File: src/rtl/sdram_arbiter.sv
// sdram_arbiter: two-port round-robin front end for a single-transaction SDRAM controller.
// Each port buffers one request; the granted request is held on sd_* until sd_done.
module sdram_arbiter #(
   parameter int ADDR_W = 21,
   parameter int DATA_W = 256
) (
   input  logic              clk_i,
   input  logic              rst_ni,
   input  logic [ADDR_W-1:0] a_addr_i,
   input  logic [DATA_W-1:0] a_data_i,
   input  logic              a_we_i,
   input  logic              a_start_i,
   output logic              a_busy_o,
   output logic              a_done_o,
   output logic [DATA_W-1:0] a_q_o,
   input  logic [ADDR_W-1:0] b_addr_i,
   input  logic [DATA_W-1:0] b_data_i,
   input  logic              b_we_i,
   input  logic              b_start_i,
   output logic              b_busy_o,
   output logic              b_done_o,
   output logic [DATA_W-1:0] b_q_o,
   output logic [ADDR_W-1:0] sd_addr_o,
   output logic [DATA_W-1:0] sd_data_o,
   output logic              sd_we_o,
   output logic              sd_start_o,
   input  logic              sd_done_i,
   input  logic [DATA_W-1:0] sd_q_i
);
   typedef enum logic {IDLE, WAIT} state_e;
   state_e            state_q, state_d;
   logic              grant_q, grant_d;
   logic              pend_a_q, pend_a_d, pend_b_q, pend_b_d;
   logic [ADDR_W-1:0] cap_a_addr_q, cap_a_addr_d, cap_b_addr_q, cap_b_addr_d;
   logic [DATA_W-1:0] cap_a_data_q, cap_a_data_d, cap_b_data_q, cap_b_data_d;
   logic              cap_a_we_q, cap_a_we_d, cap_b_we_q, cap_b_we_d;
   logic [ADDR_W-1:0] sd_addr_q, sd_addr_d;
   logic [DATA_W-1:0] sd_data_q, sd_data_d;
   logic              sd_we_q, sd_we_d, sd_start_q, sd_start_d;
   logic              a_done_q, a_done_d, b_done_q, b_done_d;
   logic [DATA_W-1:0] a_q_q, a_q_d, b_q_q, b_q_d;
   logic              a_acc, b_acc, pick_b;

   // grant_q (1 = B) doubles as last_grant; its reset value of B lets A win the first tie
   assign a_busy_o = pend_a_q | ((state_q == WAIT) & ~grant_q);
   assign b_busy_o = pend_b_q | ((state_q == WAIT) & grant_q);
   assign a_acc    = a_start_i & ~a_busy_o;
   assign b_acc    = b_start_i & ~b_busy_o;
   assign pick_b   = pend_b_q & (~pend_a_q | ~grant_q);

   always_comb begin
      state_d      = state_q;
      grant_d      = grant_q;
      pend_a_d     = pend_a_q | a_acc;
      pend_b_d     = pend_b_q | b_acc;
      cap_a_addr_d = a_acc ? a_addr_i : cap_a_addr_q;
      cap_a_data_d = a_acc ? a_data_i : cap_a_data_q;
      cap_a_we_d   = a_acc ? a_we_i : cap_a_we_q;
      cap_b_addr_d = b_acc ? b_addr_i : cap_b_addr_q;
      cap_b_data_d = b_acc ? b_data_i : cap_b_data_q;
      cap_b_we_d   = b_acc ? b_we_i : cap_b_we_q;
      sd_addr_d    = sd_addr_q;
      sd_data_d    = sd_data_q;
      sd_we_d      = sd_we_q;
      sd_start_d   = 1'b0;
      a_done_d     = 1'b0;
      b_done_d     = 1'b0;
      a_q_d        = a_q_q;
      b_q_d        = b_q_q;
      if (state_q == IDLE) begin
         if (pend_a_q | pend_b_q) begin
            state_d    = WAIT;
            grant_d    = pick_b;
            sd_start_d = 1'b1;
            sd_addr_d  = pick_b ? cap_b_addr_q : cap_a_addr_q;
            sd_data_d  = pick_b ? cap_b_data_q : cap_a_data_q;
            sd_we_d    = pick_b ? cap_b_we_q : cap_a_we_q;
            if (pick_b) pend_b_d = 1'b0;
            else pend_a_d = 1'b0;
         end
      end else if (sd_done_i) begin
         state_d  = IDLE;
         a_done_d = ~grant_q;
         b_done_d = grant_q;
         a_q_d    = grant_q ? a_q_q : sd_q_i;
         b_q_d    = grant_q ? sd_q_i : b_q_q;
      end
   end

   always_ff @(posedge clk_i or negedge rst_ni) begin
      if (!rst_ni) begin
         state_q      <= IDLE;
         grant_q      <= 1'b1;
         pend_a_q     <= 1'b0;
         pend_b_q     <= 1'b0;
         cap_a_addr_q <= '0;
         cap_a_data_q <= '0;
         cap_a_we_q   <= 1'b0;
         cap_b_addr_q <= '0;
         cap_b_data_q <= '0;
         cap_b_we_q   <= 1'b0;
         sd_addr_q    <= '0;
         sd_data_q    <= '0;
         sd_we_q      <= 1'b0;
         sd_start_q   <= 1'b0;
         a_done_q     <= 1'b0;
         b_done_q     <= 1'b0;
         a_q_q        <= '0;
         b_q_q        <= '0;
      end else begin
         state_q      <= state_d;
         grant_q      <= grant_d;
         pend_a_q     <= pend_a_d;
         pend_b_q     <= pend_b_d;
         cap_a_addr_q <= cap_a_addr_d;
         cap_a_data_q <= cap_a_data_d;
         cap_a_we_q   <= cap_a_we_d;
         cap_b_addr_q <= cap_b_addr_d;
         cap_b_data_q <= cap_b_data_d;
         cap_b_we_q   <= cap_b_we_d;
         sd_addr_q    <= sd_addr_d;
         sd_data_q    <= sd_data_d;
         sd_we_q      <= sd_we_d;
         sd_start_q   <= sd_start_d;
         a_done_q     <= a_done_d;
         b_done_q     <= b_done_d;
         a_q_q        <= a_q_d;
         b_q_q        <= b_q_d;
      end
   end

   assign sd_addr_o  = sd_addr_q;
   assign sd_data_o  = sd_data_q;
   assign sd_we_o    = sd_we_q;
   assign sd_start_o = sd_start_q;
   assign a_done_o   = a_done_q;
   assign b_done_o   = b_done_q;
   assign a_q_o      = a_q_q;
   assign b_q_o      = b_q_q;
endmodule
File: config.mk
export PLATFORM = sky130hd
export DESIGN_NAME = sdram_arbiter
export DESIGN_NICKNAME = d
export VERILOG_FILES = /design/src/rtl/sdram_arbiter.sv
export SDC_FILE = /design/constraint.sdc
export NUM_CORES = 2
export LEC_CHECK = 0
export BUFFER_PORTS_ARGS = -buffer_cell sky130_fd_sc_hd__buf_2
export CAP_MARGIN = 40
export CORE_AREA = 2 2 634 636
export DETAILED_ROUTE_END_ITERATION = 7
export DIE_AREA = 0 0 636 638
export PLACE_DENSITY_LB_ADDON = 0.1
export SLEW_MARGIN = 20
export SYNTH_ARGS = -nofsm -noshare
export SYNTH_HDL_FRONTEND = slang
export SYNTH_SLANG_ARGS = --single-unit
export TNS_END_PERCENT = 30
File: constraint.sdc
create_clock -name clk_i -period 3.2 [get_ports clk_i]
set_clock_uncertainty 0.15 [all_clocks]
set_input_delay 0.64 -clock clk_i [delete_from_list [all_inputs] [get_ports clk_i]]
set_output_delay 0.64 -clock clk_i [all_outputs]
set_load 0.05 [all_outputs]
---- After elaboration in Yosys (flattened, before gate mapping) ----
Index checks and enable logic that the tools add are counted.
storage, ports and cells
  word-level logic and storage cells ...... 54
  output and inout port bits .............. 795
  register bits after elaboration ......... 1353
  input port bits ......................... 817
operators by class
  bitwise gates (word level) .............. 16
  reduce and logical (&&, ||, !) cells .... 3
  muxes and demuxes ....................... 17
operators with widths
  cell              count
  $mux 256          1
  $mux 21           1
  $mux 1            15
  $or 1x1->1        6
  $reduce_and 3->1  2
  $and 1x1->1       5
  $not 1->1         5
  $reduce_and 2->1  1

---- Logic depth before layout (Yosys ltp) ----
  word-level depth ........................ 9
  gate-level depth with buffers ........... 8
  gate-level depth less buffers ........... 4

---- Worst setup path before layout ----
No wires, ideal clock.
  kind .................................... register -> output
  start ................................... register grant_q
  end ..................................... output port b_busy_o
  buffers on the path ..................... 0
  data required time ...................... 2.410 ns
  data arrival time ....................... 1.698 ns
  stages on the path, launching flop included .. 3
  slack ................................... 0.712 ns
  cells stage by stage .................... dfstp_2 > inv_2 > o21ai_0
between the ends
  longest elaborated chain between the ends .. 2
ends and longest elaborated chain
  what                    line  RTL
  from (decl)             32    logic grant_q, grant_d;
  from (signal assigned)  112   grant_q <= grant_d;
  $and 1x1->1             46    assign b_busy_o = pend_b_q | ((state_q == WAIT) & grant_q);
  $or 1x1->1              46
  to (decl)               20    output logic b_busy_o,
Every way passes these cells.

---- Worst setup path in the final report ----
  start ................................... register state_q
  end ..................................... output port b_busy_o
between the ends
  longest elaborated chain between the ends .. 2
ends and longest elaborated chain
  what                    line  RTL
  from (decl)             31    state_e state_q, state_d;
  from (signal assigned)  111   state_q <= state_d;
  $and 1x1->1             46
  $or 1x1->1              46
Every way passes these cells.

==> reports/results.ini <==
[status]
status = completed

[critical_path]
crit_arrival_ns = 2.08
worstPathMaxFanout = 7
r2r_cells = 5
critPathCaptureType = primary output
cp-start-kind = flip-flop
required_ns = 2.41
worst-setup-path-type = reg -> out

[clocking]
clkTransAtPathRegs_ns = 0.05
numCtsBuffers = 185
clkLatencyLatePin_ns = 0.87
clock_sinks = 1353
cts_buffer_depth = 4
cts_hold_buffers = 813
cts_tree = yes
cts_setup_buffers = 0
cts-root-buf = clkbuf_16
cts_max_level = 4
ctsResizeCount = 0

[layout]
seq_area_sq_mm = 0.0339
final_cell_mix = 1610 x buf_2, 1352 x dfrtp_1, 1047 x nand2_1, 813 x dlygate4sd3_1, 612 x mux2_2
n_fill_cell = 43900
multi_input_area_sq_mm = 0.0171
post-route-util_pct = 20.5
finalInstanceArea_sq_mm = 0.0819
instances_no_fill = 12300
layout-drive-gt1-share_pct = 38.0
syn2layout_area_growth_pct = 57.3
final_common_cell = buf_2
nets = 7627

[synth]
postSynthAreaPerCell_sq_um = 12.0
synth_edf_count = 0
synth_seq_cells = 1353
yosysTopAreaCell = dfrtp_1
syn_nets = 5154
synth_area_sq_mm = 0.0521
yosys_most_used_dff = dfrtp_1
ys_types = 24
async_flop_share_pct = 100
synth_cells = 4337
yosys_warnings = 0
ys_seq_area_share_pct = 65.0
synth_top_area_share_pct = 65.0
synthTopCellsByArea = dfrtp_1 65%, mux2_2 13%, nand2_1 7.5%, a21oi_1 5.4%, mux2_1 4.3%

[power_and_ir_drop]
p_per_area_mw_per_mm2 = 1240
ir_drop_mv = 0.520
power_leakage_uw = 0.0374
power_uw = 102000

[global_route]
grtUsageMet2_pct = 24.9
grt_use_met1_pct = 17.7
busiest_layer = met2
antenna_found_initial = 214
grt_max_degree = 136
grt_pass1_wl_mm = 414
met3_usage_pct = 4.68
overflow = 0
track_usage_pct = 14.6
grt_pass1_vias = 46000

[floorplanning]
core-area_sq_mm = 0.399
initial_core_util_pct = 13.1
ios = 1612
die_area_sq_mm = 0.406
die_h_microns = 638
rows = 232
die_w_microns = 636

[min_path]
holdPathStages = 2
hp-class = in -> reg

[route]
drc = 0
num_vias = 43500
routed_wl_mm = 305
detail-route-antenna-nets = 0
first_pass_iters = 5
wl_per_cell_microns = 24.8
drt_iter0_markers = 1991
viasPerCell = 3.54

[sta]
finalCritPeriodShare_pct = 89.7
slew_violations = 0
slew_headroom_pct = 29.3
final.setup.tns_ns = 0
worstMarginPinSlew_ns = 1.06
layout_min_cycle_time_ns = 2.87
timing.fmax_ghz = 0.348
hold_viol_final = 0
setup_viol = 0
rsz0062_at_grt = no

[placement]
portBuffers = 1611
place_inst = 11100
place_area_sq_mm = 0.0675
gp_congestion = 0.873
hpwl_mm = 233

[flow_run]
drv_cap = 0

==> critical path, cell delays in order, from the launching register on <==
cell	delay, ns
dfrtp_1	0.56
inv_1	0.16
o21ai_0	0.18
buf_2	0.34
==> flip-flops by register name (all words and copies together), names as in the netlist, 21 cells and up <==
register      count
a_q_o           256
b_q_o           256
cap_a_data_q    256
cap_b_data_q    256
sd_data_o       256
cap_a_addr_q     21
cap_b_addr_q     21
sd_addr_o        21
==> metrics by stage <==
stage | setup WS (ns) | hold WS (ns)
final | 0.329 | 0.0942
after detailed placement | 0.706 | 0.309
after global routing | 0.103 | 0.0768
after floorplan | 0.712 | 0.194
after global placement | 0.734 | 0.306
after CTS | 0.149 | 0.0790
==> cells in the mapped netlist (4+ instances only) <==
| master | instances |
|---|---|
| nor2_1 | 278 |
| o21ai_0 | 4 |
| buf_1 | 10 |
| a21oi_1 | 557 |
| mux2_2 | 612 |
| clkbuf_1 | 142 |
| nand2_1 | 1047 |
| buf_4 | 9 |
| buf_2 | 110 |
| mux2_1 | 200 |
| inv_1 | 4 |
| dfrtp_1 | 1352 |
==> worst paths after layout <==
kind,start,to,slack [ns]
min in group asynchronous,rst_ni,b_q_o[190],0.14
hold reg to reg,b_q_o[217],b_q_o[217],0.32
setup / recovery,state_q,b_busy_o,0.33
max in group asynchronous,rst_ni,cap_b_data_q[217],1.42
setup reg to reg,grant_q,cap_a_data_q[101],0.77
hold / removal,a_data_i[145],cap_a_data_q[145],0.09
==> routing by layer <==
layer | up-vias | share of wire, %
met4 | 72 | 2.6
met2 | 1360 | 48
li1 | 19600 | -
met5 | - | 0.14
met3 | 497 | 7.5
met1 | 22000 | 41
==> power by group <==
part	internal (uW)	switching, uW	leakage (uW)	total, uW
Clock	12600	8760	0.00299	21400
Sequential	25900	5050	0.0160	30900
Combinational	13600	36000	0.0184	49500
==> area by class of cell <==
cell class | count | share of cell area (%)
Clock inverter | 36 | 0.651
Sequential cell | 1353 | 41.3
Multi-Input combinational cell | 2707 | 20.8
Antenna cell | 72 | 0.220
Clock buffer | 292 | 6.81
Timing Repair Buffer | 2557 | 22.0
Tap cell | 5265 | 8.04
Inverter | 6 | 0.0458
==> cells by family (layout without fill, tap and decap cells) <==
logic type | Yosys count | in the layout | synth area share [%]
buffers and inverters | 277 | 2891 | 2.33
multiplexers | 812 | 812 | 17.6
flip-flops | 1353 | 1353 | 65.0
AND/OR/NAND/NOR | 1327 | 1327 | 9.57
AO/OA/AOI/OAI | 568 | 568 | 5.52
other | 0 | 72 | 0
No activity file was read; power rests on OpenSTA's default activity.
